[config.mk]
export PLATFORM = sky130hd
export DESIGN_NAME = pwm_multi
export DESIGN_NICKNAME = d
export VERILOG_FILES = /design/src/rtl/pwm_multi.sv
export SDC_FILE = /design/constraint.sdc
export NUM_CORES = 1
export LEC_CHECK = 0
export BUFFER_PORTS_ARGS = -buffer_cell sky130_fd_sc_hd__buf_2
export CELL_PAD_IN_SITES_DETAIL_PLACEMENT = 1
export CELL_PAD_IN_SITES_GLOBAL_PLACEMENT = 2
export CORE_UTILIZATION = 33
export DETAILED_ROUTE_END_ITERATION = 10
export PLACE_DENSITY_LB_ADDON = 0.1
export SLEW_MARGIN = 40
export SYNTH_ARGS = -nofsm -noshare
export SYNTH_HDL_FRONTEND = slang
export SYNTH_SLANG_ARGS = --single-unit
[constraint.sdc]
create_clock -name Clk -period 2.86 [get_ports Clk]
set_input_delay 0.286 -clock Clk [delete_from_list [all_inputs] [get_ports Clk]]
set_output_delay 0.286 -clock Clk [all_outputs]
set_load 0.03 [all_outputs]
[src/rtl/pwm_multi.sv]
// Multi-channel PWM generator: one shared period counter, CHANNELS duty comparators,
// with period/duty/mode double-buffered and swapped in only at a period boundary.
module pwm_multi #(
  parameter int CHANNELS = 4,
  parameter int WIDTH    = 8
) (
  input  logic                      Clk,
  input  logic                      reset,
  input  logic                      En,
  input  logic [WIDTH-1:0]          Period,
  input  logic [CHANNELS*WIDTH-1:0] Duty,
  input  logic                      Mode,
  input  logic                      Load,
  output logic                      LoadPending,
  output logic                      PeriodStart,
  output logic [CHANNELS-1:0]       Out
);

  // Idle covers reset and disabled cycles; the first enabled edge leaves it at count 0.
  typedef enum logic [1:0] {
    Idle,
    CountUp,
    CountDown
  } phase_e;

  phase_e                      phase_q, phase_d;
  logic [WIDTH-1:0]            cnt_q, cnt_d;
  logic [WIDTH-1:0]            actPeriod_q, actPeriod_d;
  logic [CHANNELS*WIDTH-1:0]   actDuty_q, actDuty_d;
  logic                        actMode_q, actMode_d;
  logic [WIDTH-1:0]            shPeriod_q, shPeriod_d;
  logic [CHANNELS*WIDTH-1:0]   shDuty_q, shDuty_d;
  logic                        shMode_q, shMode_d;
  logic                        pending_q, pending_d;
  logic                        start_q, start_d;
  logic [CHANNELS-1:0]         out_q, out_d;
  logic                        terminal;
  logic                        applyShadow;

  always_ff @(posedge Clk) begin
    if (reset) begin
      phase_q     <= Idle;
      cnt_q       <= '0;
      actPeriod_q <= '0;
      actDuty_q   <= '0;
      actMode_q   <= 1'b0;
      shPeriod_q  <= '0;
      shDuty_q    <= '0;
      shMode_q    <= 1'b0;
      pending_q   <= 1'b0;
      start_q     <= 1'b0;
      out_q       <= '0;
    end else begin
      phase_q     <= phase_d;
      cnt_q       <= cnt_d;
      actPeriod_q <= actPeriod_d;
      actDuty_q   <= actDuty_d;
      actMode_q   <= actMode_d;
      shPeriod_q  <= shPeriod_d;
      shDuty_q    <= shDuty_d;
      shMode_q    <= shMode_d;
      pending_q   <= pending_d;
      start_q     <= start_d;
      out_q       <= out_d;
    end
  end

  always_comb begin
    phase_d     = phase_q;
    cnt_d       = cnt_q;
    actPeriod_d = actPeriod_q;
    actDuty_d   = actDuty_q;
    actMode_d   = actMode_q;
    shPeriod_d  = shPeriod_q;
    shDuty_d    = shDuty_q;
    shMode_d    = shMode_q;
    pending_d   = pending_q;
    start_d     = 1'b0;
    out_d       = '0;
    applyShadow = 1'b0;

    // Center mode with P <= 1 never counts down, so its terminal cycle is count == P.
    terminal = ((cnt_q == actPeriod_q) && (!actMode_q || (actPeriod_q <= WIDTH'(1)))) ||
               (actMode_q && (phase_q == CountDown) && (cnt_q == WIDTH'(1)));

    if (Load) begin
      shPeriod_d = Period;
      shDuty_d   = Duty;
      shMode_d   = Mode;
    end

    if (!En) begin
      phase_d     = Idle;
      cnt_d       = '0;
      applyShadow = Load || pending_q;
    end else if (phase_q == Idle) begin
      phase_d     = CountUp;
      cnt_d       = '0;
      applyShadow = Load || pending_q;
    end else if (terminal) begin
      phase_d     = CountUp;
      cnt_d       = '0;
      applyShadow = Load || pending_q;
    end else if (!actMode_q) begin
      cnt_d = cnt_q + WIDTH'(1);
    end else if ((phase_q == CountUp) && (cnt_q == actPeriod_q)) begin
      phase_d = CountDown;
      cnt_d   = cnt_q - WIDTH'(1);
    end else if (phase_q == CountUp) begin
      cnt_d = cnt_q + WIDTH'(1);
    end else begin
      cnt_d = cnt_q - WIDTH'(1);
    end

    // A Load seen on the applying edge bypasses the shadow and is used directly.
    if (applyShadow) begin
      actPeriod_d = Load ? Period : shPeriod_q;
      actDuty_d   = Load ? Duty   : shDuty_q;
      actMode_d   = Load ? Mode   : shMode_q;
      pending_d   = 1'b0;
    end else if (Load) begin
      pending_d = 1'b1;
    end

    start_d = En && (cnt_d == '0);
    for (int i = 0; i < CHANNELS; i++) begin
      out_d[i] = En && (cnt_d < actDuty_d[i*WIDTH +: WIDTH]);
    end
  end

  assign LoadPending = pending_q;
  assign PeriodStart = start_q;
  assign Out         = out_q;

endmodule

======== After elaboration in Yosys (flattened, before gate mapping) ========
Cells that the tools add are included.
storage, ports and cells
  word-level logic and storage cells ...... 63
  output and inout bits ................... 6
  input port bits ......................... 45
  flip-flop bits (word level) ............. 98
cells by class
  mux-type cells .......................... 17
  add/subtract/negate cells ............... 2
  magnitude comparators ................... 5
  equality and inequality tests ........... 4
  reductions and logical operators ........ 22
  bitwise logic cells ..................... 1
operators with widths
  operator                                                                          number
  32-bit two-way mux                                                                2
  8-bit two-way mux                                                                 7
  8-bit less-than comparator                                                        4
  1-bit logical AND                                                                 9
  8-bit by 1-bit adder with 8-bit output, second input constant                     1
  8-bit by 1-bit equality test with 1-bit output, second input constant             1
  8-bit equality test                                                               1
  8-bit by 1-bit less-or-equal comparator with 1-bit output, second input constant  1
  8-bit logical NOT                                                                 1
  1-bit two-way mux                                                                 8
  8-bit by 1-bit subtractor with 8-bit output, second input constant                1
  3-bit nonzero test                                                                2
  2-bit AND reduction                                                               2
  2-bit OR reduction                                                                2
  4-bit OR reduction                                                                1
  1-bit logical OR                                                                  3
  2-bit by 1-bit equality test with 1-bit output, second input constant             1
  2-bit equality test, second input constant                                        1
  2-bit logical NOT                                                                 1
  1-bit logical NOT                                                                 1
  1-bit inverter                                                                    1

======== Depth between registers and ports, before layout ========
Gate-level depths: netlist of the first run.
  depth in word-level cells ............... 10
  gate-level depth with buffers ........... 16
  depth with buffers taken out ............ 14

======== Worst setup path before layout of the first run ========
OpenSTA, ideal clock, no wires.
  path kind ............................... register to register
  from .................................... reg cnt_q[0]
  to ...................................... reg out_q[0], in the netlist Out[0]
  stages on the path, launching flop included .. 15
  data required time ...................... 2.735 ns
  clock period less this slack ............ 3.173 ns
  library setup time ...................... 0.125 ns
  arrival time ............................ 3.048 ns
  buffers on the path ..................... 2
  path slack .............................. -0.313 ns
  cell sequence ........................... dfxtp_1 ha_1 or4b_2 o21ai_1 nand2b_1 and3_4 or2_1 buf_2 buf_2 nor2_1 a21oi_1 ha_1 o21a_1 nor2_1 o41a_1
on the way
  longest elaborated chain between the ends .. 9
  elaborated cells between the ends (all ways) .. 20
  classes of those cells .................. 2 x add/sub; 1 x order compare; 2 x eq/ne; 10 x mux; 5 x reduce/logical
ends and longest elaborated chain
  element                                                                    line      RTL
  start: declaration                                                         27        logic [WIDTH-1:0] cnt_q, cnt_d;
  start signal: assignment                                                   55        cnt_q <= cnt_d;
  8-bit by 1-bit subtractor with 8-bit output, or another cell as far along  108, 112
  8-bit two-way mux, or another cell as far along                            109       end else if (phase_q == CountUp) begin
  8-bit two-way mux / 1-bit logical OR (equally long branches)               106, 83
  8-bit two-way mux / 1-bit two-way mux (equally long branches)              104, 100
  8-bit two-way mux / 1-bit two-way mux (equally long branches)              100, 96
  8-bit two-way mux / 1-bit two-way mux (equally long branches)              96, 92
  8-bit two-way mux / 32-bit two-way mux (equally long branches)             92, 116
  8-bit less-than comparator *                                               127       out_d[i] = En && (cnt_d < actDuty_d[i*WIDTH +: WIDTH]);
  1-bit logical AND *                                                        127
  end signal: assignment                                                     64        out_q <= out_d;
  end: declaration                                                           36        logic [CHANNELS-1:0] out_q, out_d;
Mark *: on every way between the ends. The rest lies on a longest branch, timed or not.
A chain may end at the register's enable or synchronous reset.

======== Worst setup path in the final report of the first run ========
  from .................................... reg cnt_q[1]
  to ...................................... reg out_q[1], in the netlist Out[1]
The elaborated chain is that of the path after synthesis.

==> results.md, run 1 <==
Setup path:
- The slowest stage cell on the critical path is sky130_fd_sc_hd__or4b_4.
- The data required time at the worst endpoint is approximately 3 ns.
- STA puts the critical path data arrival time at 3.32 ns.
- The type of origin of the critical path is a register.
- The maximum fanout encountered on the critical timing path is 5.
- The worst setup path is captured at a register.
- The worst setup path is of the register to register kind.
- In this design, the critical path's most frequently occurring cell is sky130_fd_sc_hd__ha_4.
- Traced cell by cell, the critical path runs through inv_4 -> ha_4 -> or4b_4 -> o21ai_2 -> nand2b_1 -> and3_4 -> or2_4 -> buf_6 -> buf_16 -> a21oi_4 -> ha_4 -> nand3_1 -> o41a_1.
- In this design, the stage delay of the slowest critical-path cell is 0.46 ns.

Placed design:
- The post-place instance area is 0.00541 mm2.
- The routability congestion estimate is 0.758.
- The number of buffers inserted by port buffering is 50.
- The post-detailed-placement half-perimeter wirelength is 8.30 mm.
- The total placed cells including tap cells is around 700.
- The pre-CTS worst setup slack is -0.244 ns.

Drt:
- In this run the remaining antenna-violating nets after routing total 0.
- The average wire length per cell after detail routing is approximately 17 um.
- For this run, design rule violations remaining after detail routing come to 0.
- Summing over every cut layer, the via total after detailed routing is roughly 3700.
- The first-iteration detailed-routing DRC count is 106.
- Before antenna repair, the detailed router went through 4 iterations.
- Using the TritonRoute via totals, the vias-per-cell ratio works out to 4.91.
- Summed over all layers, the routed wires come to 12.8 mm.

Pwr:
- VDD sags by at most 335 uV.
- The analysis attributes to cell leakage a power of 2.78 nW.
- In this run the power density over the cells is around 550 mW/mm2.
- Total power for the finished layout comes to 0.00353 W.

Global routing:
- The number of antenna violations at the first check in global routing came to 0.
- For this run the aggregate overflow at the end of global routing stands at 0.
- In the global route stage, overall resource usage came out at 0.198.
- The first-pass GRT wire length is 21.3 mm.
- The number of global-route vias before repair is 4054.
- The pin count of the biggest net entering global routing is between 60 and 70.

Outcome:
- The flow ran to the end, but the final reports show violations.
- The checks that failed: negative setup slack.

Final layout:
- The filler cells instantiated in the layout total 1398.
- The diode insertion count for antenna repair is 0.
- The library cell used most frequently in the layout, excluding fill and tap cells, is sky130_fd_sc_hd__nor2_1.
- The synthesis-to-finish area growth is 44.3%.
- In the layout the commonest cells are 94 x sky130_fd_sc_hd__nor2_1, 93 x sky130_fd_sc_hd__dfxtp_1, 68 x sky130_fd_sc_hd__buf_4.
- The post-layout instance count excluding filler cells is 763.
- At the end of the flow, the number of nets in the layout was 662.
- Of the cells placed in the final design, the portion with a size suffix greater than 1 is 0.420.
- After routing the design area is 0.00639 mm2.

Run:
- The tool flagged a number of max-cap violations equal to 0.

CTS:
- The CTS tree is yes.
- The number of levels the H-tree was split into is 3.
- The number of buffers created by CTS is 9.
- CTS saw 98 sinks.
- For the worst-skew pair, the clock arrives at the later sink with an insertion delay of 0.35 ns.
- Clock tree synthesis selected as its root buffer the cell sky130_fd_sc_hd__clkbuf_16.
- In this run the deepest clock path goes through 2 buffers.
- The clock slew at the register clock pins of the worst setup and hold paths is 0.07 ns.

Yosys:
- Dividing the synthesized area by the synthesized cell count gives approximately 9.4 um2.
- The cell area after technology mapping is ~0.0044 mm2.
- Counting flops and latches in the post-synthesis netlist gives 98.
- The net count of the mapped netlist is 549.
- Synthesis handed over a netlist of 473 instances.
- The number of distinct standard cells referenced by the synthesized netlist is 52.
- Sorting the synthesized cells by area gives the leading types as sky130_fd_sc_hd__dfxtp_1 44%, sky130_fd_sc_hd__nor2_1 9.7%, sky130_fd_sc_hd__mux2i_1 9.5%, sky130_fd_sc_hd__ha_1 8.8%, sky130_fd_sc_hd__a21oi_1 4.4%.
- The part of the Yosys area used for sequential elements is 0.443.
- During synthesis, Yosys emitted a total of 0 warnings.
- The largest total area in the synthesized netlist belongs to sky130_fd_sc_hd__dfxtp_1.
- Of the post-synthesis cell area, the dominant cell type holds 0.443.

Timing:
- The number of hold violations in the final report is 0.
- The number of slew-limit violations in the final report is 0.
- Setup violations remaining at the end of the flow were counted as 5.
- Setup repair after global routing could not meet its margin everywhere.
- The shortest period the worst path allows is 3.08 ns.
- Adding up every negative setup slack in the final design gives -0.949 ns.
- The worst-case setup margin in the final layout is -0.224 ns.
- The slew at the pin closest to its max-slew limit is 0.676 ns.
- Dividing the final minimum period by the clock period gives 1.08.
- Across the routed clock network, the largest skew measured is 0.00818 ns.
- Headroom to the max-slew limit came out at 0.549.
- Based on the critical path, the design can be clocked at up to about 0.32 GHz.

Die:
- The die is 118 um wide.
- The die outline area is between 0.01 and 0.015 mm2.
- The floorplan step defined a core boundary enclosing 0.0129 mm2.
- The initial core utilization is 0.344.
- The number of primary I/O pins is 51.
- The number of rows created at floorplan is between 40 and 50.
- The height of the die is 118 um.

Worst hold path:
- The type of the most critical hold path is input pin to register.
-- report_power, final --
group	total [W]	switching, W	leakage (nW)	internal (W)
registers	0.00148	0.0000352	0.809	0.00144
logic	0.000738	0.000377	1.82	0.000360
clock network	0.00132	0.000546	0.153	0.000770
-- path summary, 6_finish.rpt --
| path | startpoint | end | slack (ns) | cells after the start |
|---|---|---|---|---|
| min reg2reg | actDuty_q[9]$_SDFF_PP0_ | actDuty_q[9]$_SDFF_PP0_ | 0.49 | 2 |
| min | Period[5] | shPeriod_q[5]$_SDFF_PP0_ | 0.19 | 3 |
| max | cnt_q[1]$_SDFF_PP0_ | Out[1]$_SDFF_PP0_ | -0.22 | 13 |
| max reg2reg | cnt_q[1]$_SDFF_PP0_ | Out[1]$_SDFF_PP0_ | -0.22 | 13 |
-- routing by layer --
layer | GRT usage | routed length (um) | vias to the layer above | share of wire
met5 | 0 | 0 | - | 0
li1 | - | - | 1869 | -
met1 | 0.239 | 5920 | 1833 | 0.46
met3 | 0.0494 | 323 | 8 | 0.025
met2 | 0.352 | 6480 | 37 | 0.50
met4 | 0.0457 | 112 | 0 | 0.0087
-- state kept, by name, indices dropped and copies added, names as in the netlist --
register     flops
actDuty_q       32
LoadPending      1
PeriodStart      1
actPeriod_q      8
shDuty_q        32
shMode_q         1
shPeriod_q       8
cnt_q            8
Out              4
phase_q          2
actMode_q        1
-- cells by family (layout without fill, tap and decap cells) --
group / Yosys count / in the layout / synth area share
flops: 98 / 98 / 0.443
compound gates: 74 / 74 / 0.107
mux: 46 / 46 / 0.108
simple gates: 174 / 176 / 0.186
fa+ha+maj: 31 / 31 / 0.0876
xor+xnor: 14 / 14 / 0.0294
buf+inv: 36 / 152 / 0.0398
-- cells in the mapped netlist, drive strengths merged --
cell     count
or3          2
nor3         5
a2111oi      2
o21a         5
nand3        6
xnor2        6
a41oi        2
nor2       115
nor4         8
dfxtp       98
ha          31
o31a         1
inv          7
a31oi        1
buf         13
nor3b        2
nand2b       2
and2         7
o41ai        1
nand2        5
mux2         3
o22ai        4
a2111o       1
or4b         2
a211oi       9
and4         2
mux2i       43
a21bo        1
or4          1
nor2b       12
nand4        1
a21oi       39
clkbuf      16
xor2         8
or2          1
o41a         4
o21ai        3
a31o         1
and3         3
-- final cells by class --
| cell class | count | area (um2) | area share |
|---|---|---|---|
| flip-flops and latches | 98 | 1970 | 0.309 |
| clock buffers | 10 | 229 | 0.0358 |
| multi-input cells | 341 | 2880 | 0.450 |
| clock inverters | 6 | 90.1 | 0.0141 |
| repair buffers | 129 | 980 | 0.153 |
| well taps | 172 | 215 | 0.0337 |
| inverters | 7 | 28.8 | 0.00450 |
-- worst max-delay path, delay by kind of cell, from the launching register on --
kind,cells,cell delay [ns]
DFF,1,0.37
AOI/OAI and AO/OA,3,0.78
buffers and inverters,3,0.36
and+or+nand+nor,5,1.18
adders and majority gates,2,0.25
-- through the flow --
stage,util,hold slack [ns]
floorplan,-,0.449
global placement,0.420,0.465
detailed placement,0.420,0.480
CTS,0.488,0.192
global route,0.496,0.205
finish,0.496,0.195
-- repair_timing --
action | CTS | global route
pin swaps | 21 | 8
setup buffers | 22 | 2
hold buffers | 0 | 0
cloned | 6 | 0
resized for setup | 67 | 16
endpoints found under the setup margin | 4 | 6
Note: power is estimated with default switching activity, not from simulation.
==> run 2, diff against run 1 <==
CORE_UTILIZATION = 41   (was 33)
CTS_BUF_LIST = sky130_fd_sc_hd__clkbuf_8   (was unset)
clock period = 3.8 ns   (was 2.86 ns; I/O delays follow)
==> results.md, run 2 (synthesis results as in run 1) <==
Setup path:
- The arrival time at the worst endpoint is 3.81 ns (+0.49 ns).
- The worst setup path is captured at a register.
- STA classifies the critical path startpoint as a register.
- The flop-to-flop setup slack was 0.29 ns (+0.51 ns).
- The category of the most critical setup path is register to register.
- The data required time at the worst endpoint was 4.09 ns (+1.00 ns).
- The maximum fanout encountered on the critical timing path was 57 (+52).

Die:
- The horizontal die dimension came to 106 um (-10%).
- The die outline area was 0.0112 mm2 (-19%).
- The number of rows created at floorplan was 37 (-9.8%).
- The initial core utilization is 0.425 (+0.0812).
- The number of primary I/O pins is 51 (unchanged).
- The area of the core is 0.0104 mm2 (-19%).
- The height of the die is 106 um (-10%).

Drt:
- The routed wire length is 10.1 mm (-22%).
- The average wire length per cell after detail routing is 15.5 um (-8.1%).
- The remaining antenna violation count is 0 (unchanged).
- The number of iterations in the first detailed-routing pass is 4 (unchanged).
- The first-iteration detailed-routing DRC count was 94 (-11%).
- The DRC violation count after routing is 0 (unchanged).
- The total via count after detailed routing is 3339 (-11%).
- The average via count per standard cell was 5.13 (+4.4%).

Global routing:
- The pin count of the biggest net entering global routing is 93 (+45%).
- The total global-route track usage is 0.189 (-0.00982).
- The first-pass GRT wire length came to 16.6 mm (-22%).
- The number of global-route vias before repair was 3386 (-16%).
- The number of antenna violations at the first check in global routing is 0 (unchanged).
- The total global routing overflow is 0 (unchanged).

Final layout:
- The library cell used most frequently in the layout, excluding fill and tap cells, is sky130_fd_sc_hd__nor2_1.
- The count of nets after finishing is 586 (-11%).
- In the layout the commonest cells are 114 x sky130_fd_sc_hd__nor2_1, 98 x sky130_fd_sc_hd__dfxtp_1, 50 x sky130_fd_sc_hd__buf_2.
- The number of fillers in the final layout is 1230 (-12%).
- The diode insertion count for antenna repair is 0 (unchanged).
- The layout cell share with drive strength beyond 1 is 0.169 (-0.251).
- From synthesis to final layout, the design area changed by 11.5%.
- The largest registers in the layout are actDuty_q: 32 flops, shDuty_q: 32 flops.
- The final core utilization is 0.474 (-0.0222).

CTS:
- The number of sinks handled by clock tree synthesis is 98 (unchanged).
- The clock latency on the worst-skew pair is 0.35 ns (about the same).
- In this run the clock root is driven by a sky130_fd_sc_hd__clkbuf_8.
- The total of cells resized after clock tree synthesis was 0 (-100%).
- The clock slew at the register clock pins of the worst setup and hold paths is 0.10 ns (+0.03 ns).
- The buffer count from post-CTS setup fixing is 0 (-100%).
- The deepest clock path buffer count is 2 (unchanged).
- The number of levels the H-tree was split into is 3 (unchanged).
- The total of hold buffers inserted after clock tree synthesis was 0 (unchanged).
- The CTS tree is yes.
- The number of buffers created by CTS came to 9 (unchanged).

Run:
- The count of maximum capacitance violations is 0 (unchanged).

Outcome:
- The run finished with clean final reports.

Timing:
- Setup repair after global routing left no endpoint under its margin.
- The final worst hold slack is 0.284 ns (+0.0893 ns).
- The largest clock skew in the final design is 0.0132 ns (+0.00505 ns).
- The number of hold violations in the final report is 0 (unchanged).
- The shortest period the worst path allows is 3.51 ns (+0.431 ns).
- The number of slew-limit violations in the final report is 0 (unchanged).
- The setup TNS came to 0 ns (+0.949 ns).
- The slew at the pin closest to its max-slew limit is 0.681 ns (+0.00443 ns).
- The worst relative slew slack is 0.546 (-0.00295).
- The fraction of the cycle the final worst path needs is 0.925 (-0.153).
- The upper clock frequency limit is 0.285 GHz (-12%).
- The number of setup violations in the final report is 0 (-5).

Worst hold path:
- The path class of the tightest hold or removal check is input pin to register.

Pwr:
- The maximum resistive drop on vdd is 156 uV (-54%).
- The power density relative to cell area came to 422 mW/mm2 (-24%).
- The leakage component of the power was 2.22 nW (-20%).

Placed design:
- The number of buffers inserted by port buffering is 50 (unchanged).
- The routability congestion estimate came to 0.834 (+10%).
- The post-detailed-placement half-perimeter wirelength is 7.20 mm (-13%).
## run 2: cell count changes in the layout (fill, tap and decap cells not counted), moves of 5 or more
cell / before / now
sky130_fd_sc_hd__a21oi_1: 10 / 39
sky130_fd_sc_hd__a21oi_2: 22 / 0
sky130_fd_sc_hd__a21oi_4: 7 / 0
sky130_fd_sc_hd__buf_4: 68 / 3
sky130_fd_sc_hd__clkbuf_16: 9 / 0
sky130_fd_sc_hd__clkbuf_8: 0 / 9
sky130_fd_sc_hd__dfxtp_1: 93 / 98
sky130_fd_sc_hd__ha_1: 18 / 31
sky130_fd_sc_hd__ha_4: 13 / 0
sky130_fd_sc_hd__nor2_1: 94 / 114
sky130_fd_sc_hd__nor2_2: 9 / 1
sky130_fd_sc_hd__nor2_4: 12 / 0
## run 2: worst paths after layout
kind,startpoint,cells after the start,to
worst min register to register,actDuty_q[23]$_SDFF_PP0_,2,actDuty_q[23]$_SDFF_PP0_
worst max-delay path,cnt_q[0]$_SDFF_PP0_,13,Out[1]$_SDFF_PP0_
worst min-delay path,Duty[12],3,shDuty_q[12]$_SDFF_PP0_
worst max register to register,cnt_q[0]$_SDFF_PP0_,13,Out[1]$_SDFF_PP0_
## run 2: worst max-delay path, cell delays in order, from the launching register on
cell,delay (ns)
sky130_fd_sc_hd__dfxtp_1,0.48
sky130_fd_sc_hd__ha_1,0.19
sky130_fd_sc_hd__or4b_2,0.59
sky130_fd_sc_hd__o21ai_1,0.18
sky130_fd_sc_hd__nand2b_1,0.08
sky130_fd_sc_hd__and3_4,0.22
sky130_fd_sc_hd__or2_2,0.33
sky130_fd_sc_hd__buf_12,0.19
sky130_fd_sc_hd__a21oi_1,0.28
sky130_fd_sc_hd__ha_1,0.30
sky130_fd_sc_hd__a21oi_1,0.16
sky130_fd_sc_hd__o22ai_1,0.08
sky130_fd_sc_hd__nor3_1,0.16
sky130_fd_sc_hd__o41a_1,0.20
## run 2: final cells by class
cell class	count	area, um2	share of cell area
clock buffer	9	124	0.0251
sequential	98	1960	0.397
tap	136	170	0.0345
inverter	7	26.3	0.00532
multi-input combinational	339	2290	0.464
clock inverter	7	61.3	0.0124
timing repair buffer	55	304	0.0616
## run 2: per-stage QoR
| stage | worst slack, ns | std cells | power, W | cell area [um2] |
|---|---|---|---|---|
| finish | 0.286 | 651 | 0.00209 | 4940 |
| global route | 0.0595 | 651 | 0.00220 | 4940 |
| CTS | 0.281 | 651 | 0.00212 | 4940 |
| detailed placement | 0.312 | 635 | 0.00147 | 4750 |
| global placement | 0.362 | 635 | 0.00146 | 4750 |
| floorplan | 0.627 | 473 | 0.00138 | 4430 |
## run 2: power by group
part	internal, W	switching (W)
sequential	0.00109	0.0000257
clock	0.000250	0.000393
combinational	0.000136	0.000195
total	0.00147	0.000614
## run 2: per-layer routing
| layer | track usage | routed length [um] | up-vias |
|---|---|---|---|
| li1 | - | - | 1709 |
| met1 | 0.257 | 5040 | 1577 |
| met2 | 0.312 | 4710 | 45 |
| met3 | 0.0294 | 228 | 8 |
| met4 | 0.0486 | 82 | 0 |
| met5 | 0 | 0 | - |
==> run 3, diff against run 2 <==
==> constraint.sdc (replaced) <==
create_clock -name Clk -period 3.8 [get_ports Clk]
set_input_delay 0.95 -clock Clk [delete_from_list [all_inputs] [get_ports Clk]]
set_output_delay 0.95 -clock Clk [all_outputs]
set_load 0.03 [all_outputs]
==> results.md, run 3 (synthesis results as in run 1) <==
Pwr:
- The leakage component of the power is 2.25 nW (+1.1%).
- The power density relative to cell area was 447 mW/mm2 (+5.9%).
- The maximum resistive drop on vdd is 170 uV (+9.2%).
- The power consumption is 0.00223 W (+7.0%).

Worst hold path:
- The startpoint identified for the worst hold timing path is actDuty_q[23]$_SDFF_PP0_.
- In this run the worst hold path is classified as register to register.

Timing:
- The fraction of the cycle the final worst path needs is 0.942 (+0.0168).
- The largest clock skew in the final design is 0.00896 ns (-0.00427 ns).
- The worst relative slew slack is 0.527 (-0.0197).
- The number of setup violations in the final report is 0 (unchanged).
- The setup TNS was 0 ns (unchanged).
- The upper clock frequency limit is 0.279 GHz (-1.8%).
- Setup repair after global routing left no endpoint under its margin.
- The slew at the pin closest to its max-slew limit is 0.710 ns (+0.0296 ns).
- The number of slew-limit violations in the final report is 0 (unchanged).
- The shortest period the worst path allows is 3.58 ns (+0.0636 ns).
- The number of hold violations in the final report came to 0 (unchanged).

Die:
- The initial core utilization is 0.425 (unchanged).
- The horizontal die dimension is 106 um (unchanged).
- The die outline area was 0.0112 mm2 (unchanged).
- The number of primary I/O pins came to 51 (unchanged).
- The area of the core is 0.0104 mm2 (unchanged).
- The number of rows created at floorplan came to 37 (unchanged).
- The height of the die came to 106 um (unchanged).

CTS:
- The total of hold buffers inserted after clock tree synthesis is 0 (unchanged).
- The CTS tree is yes.
- The deepest clock path buffer count is 2 (unchanged).
- The number of sinks handled by clock tree synthesis is 98 (unchanged).
- In this run the clock root is driven by a sky130_fd_sc_hd__clkbuf_8.
- The clock latency on the worst-skew pair is 0.37 ns (+0.02 ns).
- The clock slew at the register clock pins of the worst setup and hold paths is 0.09 ns (about the same).
- The number of levels the H-tree was split into is 3 (unchanged).
- The buffer count from post-CTS setup fixing is 0 (unchanged).
- The number of buffers created by CTS is 9 (unchanged).
- The total of cells resized after clock tree synthesis was 0 (unchanged).

Drt:
- The remaining antenna violation count is 0 (unchanged).
- The routed wire length is 10.1 mm (+0.74%).
- The DRC violation count after routing was 0 (unchanged).
- The first-iteration detailed-routing DRC count is 84 (-11%).
- The total via count after detailed routing is 3382 (+1.3%).
- The average wire length per cell after detail routing was 15.6 um (+1.2%).
- The number of iterations in the first detailed-routing pass is 4 (unchanged).
- The average via count per standard cell is 5.22 (+1.8%).

Outcome:
- The run finished with clean final reports.

Setup path:
- The startpoint of the worst register-to-register path is cnt_q[0]$_SDFF_PP0_.
- The slowest stage of the critical path belongs to the cell sky130_fd_sc_hd__or4b_2.
- The top cell family by delay on the critical path is simple AND/OR/NAND/NOR gates.
- The launching instance or port of the critical path is cnt_q[0]$_SDFF_PP0_.
- The arrival time at the worst endpoint is 3.89 ns (+0.08 ns).
- The type of origin of the critical path is a register.
- The data required time at the worst endpoint was 4.11 ns (+0.02 ns).
- The setup path with the least slack is of type register to register.
- The number of buffers and inverters on the critical path is 1 (unchanged).
- The largest stage delay on the critical path is 0.59 ns (about the same).
- The maximum fanout encountered on the critical timing path is 57 (unchanged).
- The element type at the critical path end is a register.
- The critical path goes through ha_1 -> or4b_2 -> o21ai_1 -> nand2b_1 -> and3_4 -> or2_2 -> buf_12 -> nor2_1 -> a21oi_1 -> ha_1 -> a21oi_1 -> o22ai_1 -> nor3_1 -> o41a_1.

Final layout:
- The diode insertion count for antenna repair came to 0 (unchanged).
- The count of nets after finishing is 585 (-0.17%).
- The number of fillers in the final layout was 1210 (-1.6%).
- Leaving out fill and tap cells, the most frequent cell in the layout is sky130_fd_sc_hd__nor2_1.
- The layout cell share with drive strength beyond 1 is 0.164 (-0.00487).
- In the layout the commonest cells are 114 x sky130_fd_sc_hd__nor2_1, 98 x sky130_fd_sc_hd__dfxtp_1, 50 x sky130_fd_sc_hd__buf_2.
- The area growth from synthesis to layout is 12.6%.
- In the final layout, the registers with the most flip-flops are actDuty_q: 32 flops, shDuty_q: 32 flops.

Global routing:
- The number of global-route vias before repair is 3449 (+1.9%).
- The number of antenna violations at the first check in global routing was 0 (unchanged).
- The total global-route track usage was 0.195 (+0.00628).
- The total global routing overflow is 0 (unchanged).
- The first-pass GRT wire length was 17.0 mm (+2.2%).
- The pin count of the biggest net entering global routing is 93 (unchanged).

Placed design:
- The number of buffers inserted by port buffering is 50 (unchanged).
- The post-detailed-placement half-perimeter wirelength is 7.15 mm (-0.76%).
- The routability congestion estimate is 0.831 (-0.37%).

Run:
- The count of maximum capacitance violations is 0 (unchanged).
-- run 3: cell types whose count changed in the layout (fill, tap and decap cells not counted) --
cell,previous run,this run
sky130_fd_sc_hd__inv_6,1,0
sky130_fd_sc_hd__buf_12,1,2
sky130_fd_sc_hd__buf_4,3,1
sky130_fd_sc_hd__inv_8,2,0
sky130_fd_sc_hd__clkinvlp_4,4,2
sky130_fd_sc_hd__bufinv_16,0,3
sky130_fd_sc_hd__a2111oi_0,2,1
sky130_fd_sc_hd__a2111oi_1,0,1
-- run 3: per-stage QoR --
step	instances	cell area [um2]	setup WS (ns)	util	hold WS (ns)
2_1_floorplan	473	4430	0.424	-	0.450
3_3_place_gp	634	4750	0.365	0.456	0.465
3_5_place_dp	634	4760	0.231	0.457	0.478
4_1_cts	648	4990	0.200	0.479	0.500
5_1_grt	648	4990	0.0284	0.479	0.516
6_report	648	4990	0.222	0.479	0.491
-- run 3: where the power goes --
| part | internal [W] | switching (W) | leakage [nW] |
|---|---|---|---|
| sequential | 0.00109 | 0.0000250 | 0.806 |
| combinational | 0.000137 | 0.000194 | 1.34 |
| clock | 0.000430 | 0.000360 | 0.107 |
| total | 0.00165 | 0.000579 | 2.25 |
-- run 3: worst min-delay path: stages (launching register included) --
cell                      delay (ns)
sky130_fd_sc_hd__dfxtp_1        0.32
sky130_fd_sc_hd__a21oi_1        0.07
sky130_fd_sc_hd__nor2_1         0.07
-- run 3: final timing paths --
check        cells past startpoint  slack [ns]                        to
max                             14        0.22         Out[1]$_SDFF_PP0_
max reg2reg                     14        0.22         Out[1]$_SDFF_PP0_
min reg2reg                      2        0.49  actDuty_q[23]$_SDFF_PP0_
min                              2        0.49  actDuty_q[23]$_SDFF_PP0_
-- run 3: metal layers --
layer | part of all wire | GRT usage | routed length, um
met5 | 0 | 0 | 0
met3 | 0.024 | 0.0288 | 239
met2 | 0.46 | 0.310 | 4660
met4 | 0.022 | 0.0873 | 225
met1 | 0.49 | 0.261 | 5010
-- run 3: layout make-up --
type | instances | area, um2 | share of cell area
clock buffers | 9 | 124 | 0.0248
clock inverters | 5 | 105 | 0.0211
inverters | 7 | 26.3 | 0.00527
multi-input cells | 339 | 2290 | 0.459
flip-flops and latches | 98 | 1960 | 0.393
well taps | 136 | 170 | 0.0341
repair buffers | 54 | 309 | 0.0620
